<file path="src/rtl/rc4_pkg.sv">
// Shared definitions for the RC4 stream controller: state encoding and default sizes.
// The optional WAIT timeout is enabled with RC4_CTRL_TIMEOUT_EN.
package rc4_pkg;

  localparam logic [2:0] ST_IDLE    = 3'd0;
  localparam logic [2:0] ST_LAUNCH  = 3'd1;
  localparam logic [2:0] ST_WAIT    = 3'd2;
  localparam logic [2:0] ST_STREAM  = 3'd3;
  localparam logic [2:0] ST_EXHAUST = 3'd4;

  typedef enum logic [2:0] {
    S_IDLE    = ST_IDLE,
    S_LAUNCH  = ST_LAUNCH,
    S_WAIT    = ST_WAIT,
    S_STREAM  = ST_STREAM,
    S_EXHAUST = ST_EXHAUST
  } state_t;

  localparam int DEF_NUMS_OF_BYTES  = 16;
  localparam int DEF_CNT_W          = 8;
  localparam int DEF_TIMEOUT_CYCLES = 4096;

  // A key is usable when it has at least one byte and fits the core's key bus.
  function automatic logic key_len_ok(input logic [7:0] len, input int nbytes);
    return (len != 8'd0) && (int'(len) <= nbytes);
  endfunction

endpackage

</file>
<file path="src/rtl/rc4_stream_ctrl_ks_buffer.sv">
// Keystream block buffer: loads the core's whole keystream at once and serves it
// one byte at a time by index; reads past the block return zero.
module rc4_ks_buffer
  import rc4_pkg::*;
#(
  parameter int NUMS_OF_BYTES = DEF_NUMS_OF_BYTES,
  parameter int CNT_W         = DEF_CNT_W
) (
  input  logic                       clk,
  input  logic                       rst,
  input  logic                       load,
  input  logic                       clear,
  input  logic [NUMS_OF_BYTES*8-1:0] din,
  input  logic [CNT_W-1:0]           rd_idx,
  output logic [7:0]                 rd_byte
);

  localparam int IW = (NUMS_OF_BYTES > 1) ? $clog2(NUMS_OF_BYTES) : 1;

  logic [7:0] mem [NUMS_OF_BYTES];

  always_ff @(posedge clk) begin
    if (rst || clear) begin
      for (int i = 0; i < NUMS_OF_BYTES; i++) mem[i] <= 8'h00;
    end else if (load) begin
      for (int i = 0; i < NUMS_OF_BYTES; i++) mem[i] <= din[i*8 +: 8];
    end
  end

  always_comb begin
    rd_byte = 8'h00;
    if (rd_idx < CNT_W'(NUMS_OF_BYTES)) rd_byte = mem[rd_idx[IW-1:0]];
  end

endmodule

</file>
<file path="src/rtl/rc4_stream_ctrl.sv">
// Sequencer around the rc4_new_design core: launches a key, captures the keystream
// block, then XORs it onto a plaintext byte stream. Optional macro: RC4_CTRL_TIMEOUT_EN.
module rc4_stream_ctrl
  import rc4_pkg::*;
#(
  parameter int NUMS_OF_BYTES = DEF_NUMS_OF_BYTES,
  parameter int CNT_W         = DEF_CNT_W
`ifdef RC4_CTRL_TIMEOUT_EN
  ,
  parameter int TIMEOUT_CYCLES = DEF_TIMEOUT_CYCLES
`endif
) (
  input  logic                       clk,
  input  logic                       rst,
  input  logic [NUMS_OF_BYTES*8-1:0] key_in,
  input  logic [7:0]                 key_len_in,
  input  logic                       key_load,
  output logic                       key_err,
  input  logic                       abort,
  output logic                       core_start,
  output logic [NUMS_OF_BYTES*8-1:0] core_key,
  output logic [7:0]                 core_key_length,
  input  logic                       core_done,
  input  logic [NUMS_OF_BYTES*8-1:0] core_ckey,
  input  logic [7:0]                 s_data,
  input  logic                       s_valid,
  output logic                       s_ready,
  output logic [7:0]                 m_data,
  output logic                       m_valid,
  input  logic                       m_ready,
  output logic                       busy,
  output logic                       exhausted,
`ifdef RC4_CTRL_TIMEOUT_EN
  output logic                       timeout,
`endif
  output logic [CNT_W-1:0]           bytes_left
);

  localparam logic [CNT_W-1:0] N_CNT = CNT_W'(NUMS_OF_BYTES);

  state_t           state, state_next;
  logic [CNT_W-1:0] index;
  logic             done_q;
  logic             done_edge;
  logic             abort_go;
  logic             key_accept;
  logic             key_reject;
  logic             ks_load;
  logic             ks_clear;
  logic             xfer;
  logic [7:0]       ks_byte;
  logic             tmo_hit;

`ifdef RC4_CTRL_TIMEOUT_EN
  localparam int TW = $clog2(TIMEOUT_CYCLES + 1);
  logic [TW-1:0] wait_cnt;

  always_ff @(posedge clk) begin
    if (rst || state != S_WAIT) wait_cnt <= '0;
    else                        wait_cnt <= wait_cnt + TW'(1);
  end

  assign tmo_hit = (state == S_WAIT) && !done_edge && (wait_cnt == TW'(TIMEOUT_CYCLES - 1));
`else
  assign tmo_hit = 1'b0;
`endif

  // Handshakes: a byte moves on a rising clk edge where valid && ready are both high;
  // m_valid/m_data hold until m_ready, and s_ready never depends on s_valid.
  assign s_ready    = (state == S_STREAM) && (!m_valid || m_ready) && (index < N_CNT);
  assign xfer       = s_valid && s_ready;
  assign done_edge  = (state == S_WAIT) && core_done && !done_q;
  assign abort_go   = abort && (state != S_IDLE);
  assign core_start = (state == S_LAUNCH);
  assign busy       = (state != S_IDLE);
  assign exhausted  = (state == S_EXHAUST);

  always_ff @(posedge clk) begin
    if (rst) state <= S_IDLE;
    else     state <= state_next;
  end

  always_comb begin
    state_next = state;
    key_accept = 1'b0;
    key_reject = 1'b0;
    ks_load    = 1'b0;
    ks_clear   = 1'b0;
    if (abort_go) begin
      state_next = S_IDLE;
      ks_clear   = 1'b1;
    end else begin
      case (state)
        S_IDLE, S_EXHAUST: begin
          if (key_load) begin
            if (key_len_ok(key_len_in, NUMS_OF_BYTES)) begin
              key_accept = 1'b1;
              state_next = S_LAUNCH;
            end else begin
              key_reject = 1'b1;
            end
          end
        end
        S_LAUNCH: state_next = S_WAIT;
        S_WAIT: begin
          if (done_edge) begin
            ks_load    = 1'b1;
            state_next = S_STREAM;
          end else if (tmo_hit) begin
            key_reject = 1'b1;
            state_next = S_IDLE;
          end
        end
        S_STREAM: begin
          if (index == N_CNT && !m_valid) state_next = S_EXHAUST;
        end
        default: state_next = S_IDLE;
      endcase
    end
  end

  rc4_ks_buffer #(
    .NUMS_OF_BYTES(NUMS_OF_BYTES),
    .CNT_W        (CNT_W)
  ) u_ks_buffer (
    .clk    (clk),
    .rst    (rst),
    .load   (ks_load),
    .clear  (ks_clear),
    .din    (core_ckey),
    .rd_idx (index),
    .rd_byte(ks_byte)
  );

  always_ff @(posedge clk) begin
    if (rst) begin
      core_key        <= '0;
      core_key_length <= 8'h00;
      key_err         <= 1'b0;
      done_q          <= 1'b0;
    end else begin
      key_err <= key_reject;
      // Tracked in every state so a done level left high before WAIT is not an edge.
      done_q  <= core_done;
      if (key_accept) begin
        core_key        <= key_in;
        core_key_length <= key_len_in;
      end
    end
  end

`ifdef RC4_CTRL_TIMEOUT_EN
  always_ff @(posedge clk) begin
    if (rst) timeout <= 1'b0;
    else     timeout <= tmo_hit && !abort_go;
  end
`endif

  always_ff @(posedge clk) begin
    if (rst) begin
      index      <= '0;
      bytes_left <= '0;
      m_data     <= 8'h00;
      m_valid    <= 1'b0;
    end else if (abort_go) begin
      index      <= '0;
      bytes_left <= '0;
      m_valid    <= 1'b0;
    end else begin
      if (ks_load) begin
        index      <= '0;
        bytes_left <= N_CNT;
      end
      if (xfer) begin
        m_data     <= s_data ^ ks_byte;
        m_valid    <= 1'b1;
        index      <= index + CNT_W'(1);
        bytes_left <= bytes_left - CNT_W'(1);
      end else if (m_ready) begin
        m_valid <= 1'b0;
      end
    end
  end

endmodule

</file>
<file path="config.mk">
export PLATFORM = sky130hd
export DESIGN_NAME = rc4_stream_ctrl
export DESIGN_NICKNAME = d
export VERILOG_FILES = /design/src/rtl/rc4_pkg.sv /design/src/rtl/rc4_stream_ctrl_ks_buffer.sv /design/src/rtl/rc4_stream_ctrl.sv
export SDC_FILE = /design/constraint.sdc
export NUM_CORES = 1
export LEC_CHECK = 0
export CAP_MARGIN = 20
export CORE_ASPECT_RATIO = 0.9
export CORE_UTILIZATION = 46
export DETAILED_ROUTE_END_ITERATION = 12
export GPL_TIMING_DRIVEN = 0
export PLACE_DENSITY = 0.86
export SKIP_LAST_GASP = 1
export SLEW_MARGIN = 25
export SYNTH_ARGS = -nofsm -noshare
export SYNTH_HDL_FRONTEND = slang
export SYNTH_HIERARCHICAL = 1
export SYNTH_SLANG_ARGS = --single-unit
export TNS_END_PERCENT = 1
</file>
<file path="constraint.sdc">
create_clock -name clk -period 6.3 [get_ports clk]
set_input_delay 0.945 -clock clk [delete_from_list [all_inputs] [get_ports clk]]
set_output_delay 0.945 -clock clk [all_outputs]
set_load 0.03 [all_outputs]
</file>
== Yosys cells after proc, flatten, opt, wreduce, memory -nomap -nowiden ==
Memories as Yosys holds them, arrays and structs flattened. A register that Yosys moved wholly into a read port is not among the register bits.
Index checks and enable logic that the tools add are counted.
Cells by class
  add/sub/neg operators: 2
  multipliers: 0
  divide/modulo/power cells: 0
  $lt $le $gt $ge: 2
  equality and inequality tests: 9
  shift-type cells: 0
  muxes and demuxes: 44
  bitwise operators: 20
  reductions and logical operators: 22
Operator list (number)
  $mux W8: 21
  $mux W1: 16
  $or A1 B1 Y1: 16
  $mux W3: 4
  $pmux W3 S4: 1
  $add A8 B1 Y8 const B: 1
  $eq A8 B5 Y1 const B: 1
  $le A8 B5 Y1 const B: 1
  $logic_and A1 B1 Y1: 8
  $lt A8 B5 Y1 const B: 1
  $mux W4: 2
  $reduce_bool A8 Y1: 1
  $sub A8 B1 Y8 const B: 1
  $xor A8 B8 Y8: 1
  $eq A3 B2 Y1 const B: 2
  $ne A2 B2 Y1 const B: 3
  $reduce_and A4 Y1: 1
  $reduce_bool A2 Y1: 2
  $reduce_or A2 Y1: 2
  $reduce_or A4 Y1: 1
  $eq A3 B1 Y1 const B: 1
  $eq A3 B3 Y1 const B: 1
  $logic_not A3 Y1: 1
  $not A1 Y1: 3
  other kinds (5): 7
Word-level totals
  bits in registers: 166
  bits in latches: 0
  RAM bits: 128
  bits in read-only memories: 0
  input port bits: 279
  logic and storage cells: 109
  memories kept: 1
Memories
  u_ks_buffer.mem: depth 16, bits a word 8, rd ports 1, clocked after memory_dff 1, wr ports 16, RTL line rc4_stream_ctrl_ks_buffer.sv:20  | logic [7:0] mem [NUMS_OF_BYTES];

== Depth between registers and ports, before layout ==
  depth after elaboration: 10
  gate-level depth with buffers: 9
  mapped depth without buffers: 7

== Cells and area by module ==
The synthesis kept the hierarchy.
Modules (own cells, without submodules)
  rc4_stream_ctrl: instances 1, cells each 759, area an instance 7395.8 um^2, sequential area each 3323.2 um^2
  rc4_ks_buffer: instances 1, cells each 376, area an instance 5829.3 um^2, sequential area each 3843.7 um^2

== Worst setup path after synthesis ==
No wires, ideal clock.
  path type: in2reg
  start point: input port abort
  end point: memory u_ks_buffer.mem[0][0] (enable)
  setup time: 494 ps
  arrival: 4700 ps
  data required time: 5806 ps
  path slack: 1107 ps
  stages: 5
  cell sequence: or4_1 clkbuf_1 inv_2 clkbuf_1 or3_1
RTL lines
  start: declaration: RTL line rc4_stream_ctrl.sv:19  | input logic abort,
  end: declaration: RTL line rc4_stream_ctrl_ks_buffer.sv:20

== Worst setup path after layout ==
  start point: register state[0]
  end point: output port s_ready
On the way
  cells in the longest elaborated chain, start to end: 3
RTL lines
  start: declaration: RTL line rc4_stream_ctrl.sv:41  | state_t state, state_next;
  start signal: assignment: RTL line rc4_stream_ctrl.sv:80  | else state <= state_next;
  $eq A3 B2 Y1: RTL line rc4_stream_ctrl.sv:70  | assign s_ready = (state == S_STREAM) && (!m_valid || m_ready) && (index < N_CNT);
  $logic_and A1 B1 Y1 (2 in a row): RTL line rc4_stream_ctrl.sv:70
  end: declaration: RTL line rc4_stream_ctrl.sv:27  | output logic s_ready,
Every way passes these cells.

==> qor.txt <==
Root Buffer Master - clkbuf_16
synth top area cells - edfxtp_1 29%, dfxtp_1 25%, nand2b_1 13%
maximum VDD drop - 0.1966 mV
Layout Cell Area excl Fill - 19110 um2
Cell variety after synth - 42
gr ovfl total - 0
final critical-path required period - 3.838 ns
critical-path maximum fanout - 6
leading post-synthesis cells by instance count - 271 x nand2b_1, 166 x dfxtp_1, 148 x mux2i_1
post-route ant nets - 0
period utilization - 60.92%
Post-CTS Setup Inserts - 0
DRT Wirelength - 41570 um
top-area cell type share of the netlist area - 29.06%
share of flip-flops with an asynchronous set or reset after synthesis - 0%
count of input and output buffers - 436
die span in x - 180.7 um
Main synth FF type - dfxtp_1
CTS max path bufs - 3
combined global-route utilization of all metal layers - 27.13%
status - finished clean
Wirelength per Cell - 20.88 um
Crit Path Class - reg2out
Static Leak - 0.006935 uW
antenna violations before repair - 2
depth of the CTS H-tree - 1
maximum number of pins on one net before global-route repair - 55
required time worst endpoint - 5.35 ns
worst hold path class - reg2reg
element type at the critical path start - flop
number of iterations in the first detailed-routing pass - 6
Cell Count, Final, Fillers Out - 1991
area of the core - 28080 um2
placed inst area - 18100 um2
clock tree from TritonCTS - done
setup violators final - 0
power density over the cells - 225.9 nW/um2
CP Capture Type - primary output
post-synthesis net count - 1417
Layout Area Growth over Synthesis - 44.48%
total CTS buffers - 31
unrepaired setup endpoints after global routing - false
final RePlAce weighted congestion - 0.9061
Initial Util - 47.09%
Vias/cell - 5.346
number of max-capacitance violations reported - 0
clock transition at the registers of the reported paths - 0.06 ns
Hold Path Depth - 2
clock insertion delay at the later pin of the skew report - 0.55 ns
# placed instances - 1933
placement row count - 58
sequential cell area fraction in the yosys report - 54.19%
cell with the most instances after synthesis - nand2b_1
top-level I/O count - 437
post-placement worst setup slack - 2.072 ns
fraction of final layout cells with drive strength greater than 1 - 6.507%
maximum frequency from static timing analysis - 260.5 MHz
number of failing hold endpoints at the final stage - 0
number of instances in the synthesized netlist - 1135
total power consumption of the routed design - 4316 uW
worst-case headroom to the max-slew limit - 46.66%
clock sink total - 294
number of global-route vias before repair - 10420
measured slew at the worst slew-check pin - 0.7953 ns
library cell occupying the most area in the post-synthesis netlist - edfxtp_1
area of the die - 29430 um2
die outline height - 162.9 um
Syn Area/Cell - 11.65 um2
reg2reg path depth - 8
global-route wire length before repair - 61270 um
number of enable-type register cells in the synthesized netlist - 128
Total Neg Setup Slack - 0 ns
worst clock skew - 0.009450 ns
final-report max-slew violation count - 0
vias post-DR - 10640
arrival time of data at the critical path endpoint - 2.89 ns
Syn. warnings - 6
placed wire-length estimate after detailed placement - 31500 um
final worst-path setup slack - 2.462 ns
DRC violation count after routing - 0
CTS hold repair buffers - 0
Syn Std Cell Area - 13230 um2
total number of nets in the final design - 1888
# resized after CTS - 0
#FFs+latches synth - 294
initial detailed-routing violation count - 978
[flip-flops by register name (all words and copies together) (netlist names)]
name	count
core_key	128
u_ks_buffer/mem	128
state	3
bytes_left	8
m_valid	1
key_err	1
index	8
m_data	8
core_key_length	8
done_q	1
[critical path: stages (launching register included)]
cell and delay [ns]:
dfxtp_1 0.42, or4b_1 0.53, or4_1 0.62, inv_1 0.09, clkdlybuf4s50_1 0.69
[layout make-up]
| cell class | instances | area (um2) |
|---|---|---|
| Clock inverter | 15 | 161.4 |
| Tap cell | 360 | 450.4 |
| Clock buffer | 41 | 843.3 |
| Antenna cell | 2 | 5.005 |
| Sequential cell | 294 | 7167 |
| Buffer | 90 | 389.1 |
| Fill cell | 1991 | 8977 |
| Inverter | 10 | 37.54 |
| Timing Repair Buffer | 438 | 4412 |
| Multi-Input combinational cell | 741 | 5642 |
[per-stage QoR]
| step | utilization (%) | hold WS [ns] |
|---|---|---|
| 2_1_floorplan | - | 0.4650 |
| 3_3_place_gp | 64.23 | 0.4572 |
| 3_5_place_dp | 64.44 | 0.4606 |
| 4_1_cts | 68.02 | 0.4750 |
| 5_1_grt | 68.03 | 0.4875 |
| 6_report | 68.03 | 0.4710 |
[power breakdown]
group          internal (uW)  switching, uW  leakage, uW  total [uW]
sequential              2050           21.3      0.00266        2070
clock                   1060            754     0.000491        1810
combinational            255            179      0.00379         434
[logic make-up after synthesis]
group	Yosys count	share of synthesized area [%]
simple gates	485	22.43
xor+xnor	9	0.5961
mux	178	16.08
fa+ha+maj	3	0.2839
buf+inv	100	3.226
compound gates	66	3.188
flops	294	54.19
[cells in the final DEF (no fill, tap or decap), types with 21 or more instances in the layout]
cell,count
and2_1,51
and3_1,83
clkbuf_1,72
clkbuf_16,31
mux2i_1,148
clkdlybuf4s50_1,436
nand3_1,34
nand2b_1,271
dfxtp_1,166
edfxtp_1,128
a21oi_1,21
[final timing paths]
kind / to / start / slack, ns
worst max-delay path: s_ready / state[0]$_SDFFE_PP0P_ / 2.46
worst max register to register: u_ks_buffer/mem[1][6]$_SDFFCE_PN0P_ / state[2]$_SDFFE_PP0P_ / 2.91
worst min-delay path: core_key[11]$_SDFFE_PP0P_ / core_key[11]$_SDFFE_PP0P_ / 0.47
worst min register to register: core_key[11]$_SDFFE_PP0P_ / core_key[11]$_SDFFE_PP0P_ / 0.47
[routing by layer]
metal	vias up	wire length, um	track usage (%)
li1	4935	-	-
met1	5028	16480	33.93
met2	585	20510	47.56
met3	94	3211	4.651
met4	2	1360	9.130
met5	-	11	0
Power figures use the tool's default switching activity.
